$ cat config.mk
export PLATFORM = sky130hd
export DESIGN_NAME = pipelined_adder
export DESIGN_NICKNAME = d
export VERILOG_FILES = /design/src/rtl/pipelined_adder.sv
export SDC_FILE = /design/constraint.sdc
export NUM_CORES = 1
export LEC_CHECK = 0
export BUFFER_PORTS_ARGS = -buffer_cell sky130_fd_sc_hd__buf_4
export CORE_ASPECT_RATIO = 1.25
export CORE_MARGIN = 8
export CORE_UTILIZATION = 35
export CTS_BUF_LIST = sky130_fd_sc_hd__clkbuf_8
export CTS_CLUSTER_DIAMETER = 80
export DETAILED_ROUTE_END_ITERATION = 10
export PLACE_DENSITY = 0.58
export SLEW_MARGIN = 30
export SYNTH_ARGS = -nofsm -noshare
export SYNTH_HDL_FRONTEND = slang
export SYNTH_SLANG_ARGS = --single-unit
$ cat constraint.sdc
create_clock -name clk -period 4.15 [get_ports clk]
set_clock_uncertainty 0.15 [all_clocks]
set_input_delay 0.2075 -clock clk [delete_from_list [all_inputs] [get_ports clk]]
set_output_delay 0.2075 -clock clk [all_outputs]
set_load 0.02 [all_outputs]
$ cat src/rtl/pipelined_adder.sv
// Elastic add/sub/accumulate/clear pipeline: latency STAGES cycles, 1/cycle throughput, full valid/ready backpressure.
// Define PIPELINED_ADDER_SAT_EN to clamp sub/accumulate results (sat flags a clamp); default build is modular and sat = 0.
module pipelined_adder #(
  parameter int WIDTH  = 8,
  parameter int STAGES = 2
) (
  input  logic             clk,
  input  logic             rst,
  input  logic             in_valid,
  output logic             in_ready,
  input  logic [WIDTH-1:0] a,
  input  logic [WIDTH-1:0] b,
  input  logic [1:0]       op,
  output logic             out_valid,
  input  logic             out_ready,
  output logic [WIDTH:0]   sum,
  output logic             sat
);

  localparam int LAST = STAGES - 1;

  typedef logic [WIDTH:0] word_t;

  logic [STAGES-1:0] vld_q;
  word_t             sum_q [STAGES];
  logic [STAGES-1:0] load;
  word_t             acc_q, acc_d;
  word_t             res_d;
  word_t             ea, eb;
  logic              accept;

  assign ea = {1'b0, a};
  assign eb = {1'b0, b};

  // A stage may load when empty or when its contents move on this cycle.
  always_comb begin
    load       = '0;
    load[LAST] = !vld_q[LAST] || out_ready;
    for (int k = STAGES - 2; k >= 0; k--) begin
      load[k] = !vld_q[k] || load[k+1];
    end
  end

  assign in_ready = load[0];
  assign accept   = in_valid && in_ready;

`ifdef PIPELINED_ADDER_SAT_EN
  logic [STAGES-1:0] sat_q;
  logic              sat_d;
  logic [WIDTH+1:0]  acc_wide;

  assign acc_wide = {1'b0, acc_q} + {2'b00, a};

  always_comb begin
    res_d = '0;
    sat_d = 1'b0;
    case (op)
      2'b00: res_d = ea + eb;
      2'b01: begin
        if (a < b) begin
          res_d = '0;
          sat_d = 1'b1;
        end else begin
          res_d = ea - eb;
        end
      end
      2'b10: begin
        if (acc_wide[WIDTH+1]) begin
          res_d = '1;
          sat_d = 1'b1;
        end else begin
          res_d = acc_wide[WIDTH:0];
        end
      end
      default: res_d = '0;
    endcase
  end
`else
  always_comb begin
    res_d = '0;
    case (op)
      2'b00:   res_d = ea + eb;
      2'b01:   res_d = ea - eb;
      2'b10:   res_d = acc_q + ea;
      default: res_d = '0;
    endcase
  end
`endif

  // The accumulator commits at acceptance so back-to-back accumulates see it.
  assign acc_d = (accept && op[1]) ? res_d : acc_q;

  always_ff @(posedge clk) begin
    if (rst) begin
      vld_q <= '0;
      acc_q <= '0;
      for (int k = 0; k < STAGES; k++) begin
        sum_q[k] <= '0;
      end
`ifdef PIPELINED_ADDER_SAT_EN
      sat_q <= '0;
`endif
    end else begin
      acc_q <= acc_d;
      if (load[0]) begin
        vld_q[0] <= accept;
        sum_q[0] <= res_d;
`ifdef PIPELINED_ADDER_SAT_EN
        sat_q[0] <= sat_d;
`endif
      end
      for (int k = 1; k < STAGES; k++) begin
        if (load[k]) begin
          vld_q[k] <= vld_q[k-1];
          sum_q[k] <= sum_q[k-1];
`ifdef PIPELINED_ADDER_SAT_EN
          sat_q[k] <= sat_q[k-1];
`endif
        end
      end
    end
  end

  assign out_valid = vld_q[LAST];
  assign sum       = sum_q[LAST];
`ifdef PIPELINED_ADDER_SAT_EN
  assign sat       = sat_q[LAST];
`else
  assign sat       = 1'b0;
`endif

endmodule

==> reports/qor.yml <==
die:
  rows: 29
  start_util: 0.364
  coreArea_sq_mm: 0.00512
  die_h_microns: 97.6
  die-area_sq_mm: 0.00793
  die_w_microns: 81.3
  io_pins: 34
global_routing:
  antenna_found_initial: 0
  grt_use_total: 0.0949
  first_global_vias: 1369
  grt_pass1_wl_microns: 6120
  grt-ovfl-total: 0
  grt_max_degree: 22
route:
  drc: 0
  drt-initial-drc-count: 86
  avgRoutedWirePerCell_microns: 12.8
  drt_wl_total_microns: 3570
  firstDrtPassIters: 4
  viasPerCell: 4.95
  detail-route-antenna-nets: 0
  via_count: 1377
logic_synthesis:
  synth_top_area_share: 0.290
  yosysTopAreaCell: "edfxtp_1"
  synth_area_sq_mm: 0.00186
  ys_warn_count: 0
  ys_seq_area_frac: 0.408
  ys_ff_latch: 29
  avgSynthCellArea_sq_um: 9.66
  synthTopCellsByCount: "18 x edfxtp_1, 16 x a21oi_1, 15 x nor2_1"
  synth.most_common_cell: "edfxtp_1"
  syn_nets: 228
  ys.flop_type: "edfxtp_1"
  synthArstFlopShare: 0
  ys_types: 46
  syn_inst: 193
  synth_edf_count: 18
  synth_area_leaders: "edfxtp_1 29%, dfxtp_1 12%, ha_1 8.1%"
placement:
  dpl.hpwl_microns: 2860
  place_congestion: 0.812
  place_area_sq_mm: 0.00208
  place_ws_ns: 1.16
  portBuffers: 32
clock_tree:
  cts_resized: 0
  htree_levels: 2
  clockBufferDepth: 2
  cts_tree: "done"
  path_clk_slew_ns: 0.06
  hold_buffers: 0
  ctsRootBufferMaster: "clkbuf_8"
  postCtsSetupRepairBufs: 0
  cts_sinks: 29
  numCtsBuffers: 5
  clock_latency_ns: 0.27
setup_path:
  cpMaxStageDelayCell: "fa_1"
  crit_path_end_kind: "register"
  crit_fanout: 17
  max_stage_delay_ns: 0.41
  critical_path_buf_inv_count: 3
  arrival_ns: 2.52
  critPathKind: "in -> reg"
  path_delay_family: "adder cells"
  startpoint_type: "input port"
  required_ns: 4.02
  path_cells: "buf_4, inv_1, ha_1, buf_4, o21ai_0, nand2_1, ha_1, fa_1, a21o_1, a21oi_1, o31ai_1, xnor2_1, nor2_1"
hold_path:
  hold_class: "in -> reg"
power:
  p_int_w: 0.000617
  p_clk_frac: 0.353
  power_w: 0.000827
  p_switching_w: 0.000210
  switching_share: 0.254
  ir_drop_v: 0.000146
  p_leak_nw: 0.923
  p_per_area_mw_per_mm2: 376
  power_frac_comb: 0.228
  p_seq_frac: 0.419
cells_and_area:
  final_net_count: 250
  area_growth_pct: 17.9
  stdcell_area_sq_mm: 0.00220
  diodes: 0
  fillers: 504
  layout-drive-gt1-share: 0.241
sta:
  setup_viol: 0
  drv_slew: 0
  fmax_mhz: 378
  hold_violations: 0
  post-route-period-util: 0.638
  fin_tns_setup_ns: 0
  period_minus_slack_ns: 2.65
  finalWorstSetupSlack_ns: 1.50
  slew_headroom: 0.625
  holdWs_ns: 0.0426
  worst_pin_slew_ns: 0.562
  rsz0062_at_grt: "false"
job:
  maxCapViolCount: 0
status:
  status: "finished clean"
==> path summary, 6_finish.rpt <==
path / from / endpoint / slack [ns] / depth (start not counted)
worst min register to register: acc_q[6]$_SDFFE_PP0P_ / acc_q[6]$_SDFFE_PP0P_ / 0.34 / 2
worst max register to register: acc_q[1]$_SDFFE_PP0P_ / sum_q[0][8]$_SDFFCE_PN0P_ / 1.74 / 8
worst max-delay path: op[0] / sum_q[0][8]$_SDFFCE_PN0P_ / 1.50 / 13
worst min-delay path: in_valid / vld_q[0]$_SDFFE_PP0N_ / 0.04 / 3
==> layer usage <==
layer	vias to the layer above	track usage	routed length [microns]
met5	-	0	0
met4	0	0.0497	74
met3	5	0.0222	179
met2	33	0.157	1770
met1	612	0.108	1540
li1	727	-	-
==> worst min-delay path: stages <==
cell and delay [ns]:
buf_4 0.12, inv_1 0.04, a21oi_1 0.05
==> area by class of cell <==
class	count	area (sq um)	area share
clock inverters	2	33.8	0.0154
flip-flops and latches	29	761	0.346
clock buffers	6	82.6	0.0376
multi-input cells	135	953	0.434
well taps	62	77.6	0.0353
inverters	11	41.3	0.0188
repair buffers	33	248	0.113
==> layout by cell type, fill, tap and decap left out, types with 6 or more instances in the layout <==
cell type and count:
a21oi_1 16, and2_1 9, buf_4 33, clkbuf_8 6
dfxtp_1 11, edfxtp_1 18, ha_1 12, inv_1 12
nand2_1 10, nor2_1 15, o21ai_0 7, xnor2_1 7
==> state kept, by name, indices dropped and copies added, names as in the netlist <==
name,count
acc_q,9
sum_q,18
vld_q,2
==> stage by stage <==
step	std cells	util
floorplan	193	-
global placement	270	0.407
detailed placement	270	0.407
CTS	278	0.429
global route	278	0.429
finish	278	0.429
==> power groups by stage <==
stage	Sequential, W	Clock (W)	Combinational (W)
2_1_floorplan	0.000350	0	0.000143
3_3_place_gp	0.000352	0	0.000190
3_5_place_dp	0.000352	0	0.000191
4_1_cts	0.000346	0.000303	0.000191
5_1_grt	0.000350	0.000314	0.000212
6_report	0.000346	0.000292	0.000189
==> cells by family (layout without fill, tap and decap cells) <==
group / after synthesis / in the layout / share of synthesized area
and+or+nand+nor: 65 / 65 / 0.211
buffers and inverters: 29 / 52 / 0.0805
other: 1 / 1 / 0.00201
AOI/OAI and AO/OA: 49 / 49 / 0.174
DFF: 29 / 29 / 0.408
xor gates and xnor gates: 7 / 7 / 0.0329
adders and majority gates: 13 / 13 / 0.0913
No activity file was read; power rests on OpenSTA's default activity.
